## src/rtl/serial_mag_comparator.sv

```systemverilog
// serial_mag_comparator: multi-cycle magnitude comparator.
// The operands are scanned most-significant digit first, DIGIT_W bits per clock,
// behind a start/busy/done handshake. Signed mode and early exit are optional.
module serial_mag_comparator #(
  parameter int unsigned WIDTH      = 8,
  parameter int unsigned DIGIT_W    = 2,
  parameter int unsigned SIGNED     = 0,
  parameter int unsigned EARLY_EXIT = 1
) (
  input  logic             clk,
  input  logic             rst_n,
  input  logic             start,
  input  logic [WIDTH-1:0] a,
  input  logic [WIDTH-1:0] b,
  output logic             busy,
  output logic             done,
  output logic             gt,
  output logic             lt,
  output logic             eq
);

  localparam int unsigned ND    = WIDTH / DIGIT_W;
  localparam int unsigned IDX_W = (ND > 1) ? $clog2(ND) : 1;

  localparam logic [IDX_W-1:0]   LAST_IDX  = IDX_W'(ND - 1);
  localparam logic [DIGIT_W-1:0] SIGN_MASK = DIGIT_W'(1) << (DIGIT_W - 1);

  // Reject parameter sets that do not split into whole digits
  if (WIDTH < 2 || DIGIT_W < 1 || DIGIT_W > WIDTH || (WIDTH % DIGIT_W) != 0) begin : g_bad_params
    $error("serial_mag_comparator: WIDTH must be >= 2 and a multiple of DIGIT_W");
  end

  typedef enum logic {
    S_IDLE = 1'b0,
    S_RUN  = 1'b1
  } state_e;

  state_e             state_q, state_d;
  logic [WIDTH-1:0]   a_q, a_d;
  logic [WIDTH-1:0]   b_q, b_d;
  logic [IDX_W-1:0]   idx_q, idx_d;
  logic               sgt_q, sgt_d;
  logic               slt_q, slt_d;
  logic               busy_q, busy_d;
  logic               done_q, done_d;
  logic               gt_q, gt_d;
  logic               lt_q, lt_d;
  logic               eq_q, eq_d;

  logic [DIGIT_W-1:0] dig_a;
  logic [DIGIT_W-1:0] dig_b;
  logic               dig_gt;
  logic               dig_lt;
  logic               first_gt;
  logic               first_lt;
  logic               finish;

  // Current digit sits at the top of the shifted operand copies; bias the sign digit in signed mode
  always_comb begin
    dig_a = a_q[WIDTH-1 -: DIGIT_W];
    dig_b = b_q[WIDTH-1 -: DIGIT_W];
    if (SIGNED != 0 && idx_q == '0) begin
      dig_a = dig_a ^ SIGN_MASK;
      dig_b = dig_b ^ SIGN_MASK;
    end
  end

  // Per-digit compare merged with the sticky first-difference result
  always_comb begin
    dig_gt   = (dig_a > dig_b);
    dig_lt   = (dig_a < dig_b);
    first_gt = sgt_q | (~(sgt_q | slt_q) & dig_gt);
    first_lt = slt_q | (~(sgt_q | slt_q) & dig_lt);
    finish   = (idx_q == LAST_IDX) || (EARLY_EXIT != 0 && (dig_gt || dig_lt));
  end

  // Next-state and registered-output logic
  always_comb begin
    state_d = state_q;
    a_d     = a_q;
    b_d     = b_q;
    idx_d   = idx_q;
    sgt_d   = sgt_q;
    slt_d   = slt_q;
    busy_d  = busy_q;
    done_d  = 1'b0;
    gt_d    = gt_q;
    lt_d    = lt_q;
    eq_d    = eq_q;

    unique case (state_q)
      S_IDLE: begin
        if (start) begin
          a_d     = a;
          b_d     = b;
          idx_d   = '0;
          sgt_d   = 1'b0;
          slt_d   = 1'b0;
          gt_d    = 1'b0;
          lt_d    = 1'b0;
          eq_d    = 1'b0;
          busy_d  = 1'b1;
          state_d = S_RUN;
        end
      end

      S_RUN: begin
        if (finish) begin
          gt_d    = first_gt;
          lt_d    = first_lt;
          eq_d    = ~(first_gt | first_lt);
          done_d  = 1'b1;
          busy_d  = 1'b0;
          state_d = S_IDLE;
        end else begin
          sgt_d = first_gt;
          slt_d = first_lt;
          a_d   = a_q << DIGIT_W;
          b_d   = b_q << DIGIT_W;
          idx_d = idx_q + IDX_W'(1);
        end
      end

      default: begin
        state_d = S_IDLE;
        busy_d  = 1'b0;
      end
    endcase
  end

  // State and datapath registers
  always_ff @(posedge clk or negedge rst_n) begin
    if (!rst_n) begin
      state_q <= S_IDLE;
      a_q     <= '0;
      b_q     <= '0;
      idx_q   <= '0;
      sgt_q   <= 1'b0;
      slt_q   <= 1'b0;
      busy_q  <= 1'b0;
      done_q  <= 1'b0;
      gt_q    <= 1'b0;
      lt_q    <= 1'b0;
      eq_q    <= 1'b0;
    end else begin
      state_q <= state_d;
      a_q     <= a_d;
      b_q     <= b_d;
      idx_q   <= idx_d;
      sgt_q   <= sgt_d;
      slt_q   <= slt_d;
      busy_q  <= busy_d;
      done_q  <= done_d;
      gt_q    <= gt_d;
      lt_q    <= lt_d;
      eq_q    <= eq_d;
    end
  end

  assign busy = busy_q;
  assign done = done_q;
  assign gt   = gt_q;
  assign lt   = lt_q;
  assign eq   = eq_q;

`ifndef SYNTHESIS
  // Result is one-hot when reported, and cleared while a compare is running
  a_done_onehot: assert property (@(posedge clk) disable iff (!rst_n) done |-> $onehot({gt, lt, eq}));
  a_busy_clear:  assert property (@(posedge clk) disable iff (!rst_n) busy |-> ({gt, lt, eq} == 3'b000));
  a_done_idle:   assert property (@(posedge clk) disable iff (!rst_n) done |-> !busy);
`endif

endmodule

```

## config.mk

```make
export PLATFORM = sky130hd
export DESIGN_NAME = serial_mag_comparator
export DESIGN_NICKNAME = d
export VERILOG_FILES = /design/src/rtl/serial_mag_comparator.sv
export SDC_FILE = /design/constraint.sdc
export NUM_CORES = 1
export LEC_CHECK = 0
export BUFFER_PORTS_ARGS = -buffer_cell sky130_fd_sc_hd__buf_2
export CAP_MARGIN = 20
export CORE_ASPECT_RATIO = 0.8
export CORE_MARGIN = 4
export CORE_UTILIZATION = 55
export CTS_CLUSTER_DIAMETER = 50
export DETAILED_ROUTE_END_ITERATION = 6
export PLACE_DENSITY = 0.78
export SLEW_MARGIN = 20
export SYNTH_ARGS = -nofsm -noshare
export SYNTH_HDL_FRONTEND = slang
export SYNTH_SLANG_ARGS = --single-unit
```

## constraint.sdc

```tcl
create_clock -name clk -period 2.9 [get_ports clk]
set_input_delay 0.145 -clock clk [delete_from_list [all_inputs] [get_ports clk]]
set_output_delay 0.145 -clock clk [all_outputs]
set_load 0.005 [all_outputs]
```

==> out/metrics.cfg <==
[critical_path]
crit_required_ns=3.12
slowest_delay_ns=0.58
crit_type=register to register
endpoint_kind=register
path_buf_inv=0
cp_top_family=simple AND/OR/NAND/NOR gates
cp_max_fo=23
path_cells=ha_1 > nand3_1 > or3_1 > o21ai_0 > a22o_2
arrival_ns=2.22
start_kind=register
cp_slowest_cell=or3_1

[global_routing]
antenna_found_initial=0
grt_pass1_wl_um=3630
grt_pass1_vias=866
grt_max_degree=27
gr-usage-all-layers=0.163
grt-ovfl-total=0

[die]
core-area_um2=1910
fp.dieH_um=48.5
fp-row-count=14
ios=24
die_w_um=58.6
die_area_um2=2840
start_util=0.590

[cts]
clk_latency_ns=0.31
numClockSinks=26
cts_root_buf=clkbuf_4
cts_tree=yes
cts_buffer_depth=2
cts_buffers=3
cts.clk_slew.worst_paths_ns=0.13
cts_max_level=1

[sta]
period_needed_ns=2.00
fin_crit_sh=0.689
max_freq_mhz=501
tightest_slew_ns=0.740
holdWs_ns=0.0113
hold_viol=0
finClkSkew_ns=0.00373
finalSetupViolCount=0
relSlewSlack=0.504
finalSetupTns_ns=0
worst_slack_ns=0.902
rsz0062_at_grt=no
slew_violations=0

[run]
drv_cap=0

[power]
p_leak_nw=0.657
power_density_nw_per_um2=1060
finalPower_mw=1.42
peakVddDrop_mv=0.756

[finish]
nets=163
antenna_cells=0
finalNonFillerCells=164
final_area_um2=1330
areaGrowthSynthToFinish_pct=18.2
drive_gt1_frac=0.221
fillers=149
finish.utilization=0.697

[synth]
ys_seq_elements=26
synthFlopType=dfrtp_1
syn_avg_cell_area_um2=9.79
synthTopCellsByCount=dfrtp_1, nor2_1, o22ai_1, nand2_1, nand3_1
synth_async_sr_flop_share=1.00
synth_xor_area_frac=0
synth_top_area_cell=dfrtp_1
yosysWarnings=0
syn_area_um2=1130
synth_compound_area_frac=0.136
yosysSeqAreaShare=0.578
synth_nets=137
synth_mux_area_frac=0
synthDistinctLibCells=22
synth-adder-area-share=0.0333
yosysMostFrequentCell=dfrtp_1
syn_inst=115
synth.area.top_cells=dfrtp_1, nor2_1, o22ai_1
synth_top_family_by_area=simple AND/OR/NAND/NOR gates
synth_top_cell_area_share=0.578
yosys.area_share.simple=0.193
synth_edf_count=0

[hold_path]
hp-class=primary input to register

[routing]
drc_errors=0
drt_wl_total_um=2130
ant_nets=0
viasPerCell=5.37
drt-pass1-iter-count=4
wl_per_cell_um=13.0
via_count=881
drtIter0Drc=17

[place]
post_dp_cell_area_um2=1230
pre_cts_ws_ns=0.875
place_inst=156
dp_hpwl_um=1550
port-buffer-count=23
routabilityCongestion=0.735

[run_status]
status=completed

[worst min-delay path, stage by stage]
cell	delay, ns
buf_2	0.07
nand2_1	0.04
nand2_1	0.04
[where the power goes]
part           switching, mW  total, mW  leakage [nW]  internal, mW
registers             0.0849      0.606         0.314         0.521
clock network          0.102      0.241        0.0279         0.140
logic                  0.332      0.569         0.316         0.237
total                  0.519       1.42         0.657         0.898
[layer usage]
layer | wire, um | up-vias | GRT usage
met2 | 1040 | 23 | 0.286
li1 | - | 445 | -
met3 | 119 | 2 | 0.0559
met4 | 8 | 0 | 0.0113
met5 | 0 | - | 0
met1 | 962 | 411 | 0.200
[cells by family after synthesis]
kind of cell               count (synthesis)
adders and majority gates                  3
AOI/OAI and AO/OA                         25
buffers and inverters                     13
and+or+nand+nor                           48
DFF                                       26
[what timing repair did]
action / in CTS / in global routing
gates resized for setup: 0 / 0
setup buffers: 0 / 0
hold buffers: 2 / 2
setup endpoints to repair: 0 / 0
endpoints found under the hold margin: 27 / 2
[layout by cell type (no fill, tap or decap)]
master | Yosys | layout
a21oi_1 | 2 | 2
a22o_2 | 1 | 1
a31oi_1 | 2 | 2
and2_1 | 1 | 1
buf_2 | 3 | 23
buf_4 | 0 | 1
bufinv_16 | 0 | 1
clkbuf_4 | 0 | 3
dfrtp_1 | 26 | 26
dlygate4sd3_1 | 0 | 4
ha_1 | 3 | 3
inv_1 | 6 | 6
nand2_1 | 11 | 11
nand2b_1 | 2 | 2
nand3_1 | 9 | 9
nor2_1 | 21 | 21
nor2b_1 | 1 | 1
nor2b_4 | 1 | 1
o21ai_0 | 4 | 4
o21ai_1 | 2 | 2
o22ai_1 | 12 | 12
o31ai_1 | 2 | 1
o31ai_2 | 0 | 1
or3_1 | 1 | 1
or4_1 | 1 | 1
[layout make-up]
| class | instances | area, um^2 | area share |
|---|---|---|---|
| clock buffer | 3 | 22.5 | 0.0169 |
| timing repair buffer | 28 | 163 | 0.122 |
| multi-input combinational | 76 | 413 | 0.310 |
| tap | 24 | 30.0 | 0.0226 |
| clock inverter | 1 | 30.0 | 0.0226 |
| sequential | 26 | 651 | 0.489 |
| inverter | 6 | 22.5 | 0.0169 |
[worst paths after layout]
path,start,endpoint,slack (ns),cells past startpoint
min,a[1],a_q[1],0.01,3
min in group asynchronous,rst_n,a_q[4],0.33,2
min reg2reg,busy,busy,0.49,2
max,a_q[7],gt,0.90,5
max in group asynchronous,rst_n,busy,2.20,2
max reg2reg,a_q[7],gt,0.90,5
[sequential cells by signal, summed over array words and instances (netlist names)]
| register | count |
|---|---|
| a_q | 8 |
| b_q | 8 |
| busy | 1 |
| done | 1 |
| eq | 1 |
| gt | 1 |
| idx_q | 2 |
| lt | 1 |
| sgt_q | 1 |
| slt_q | 1 |
| state_q | 1 |
No activity file was read; power rests on OpenSTA's default activity.
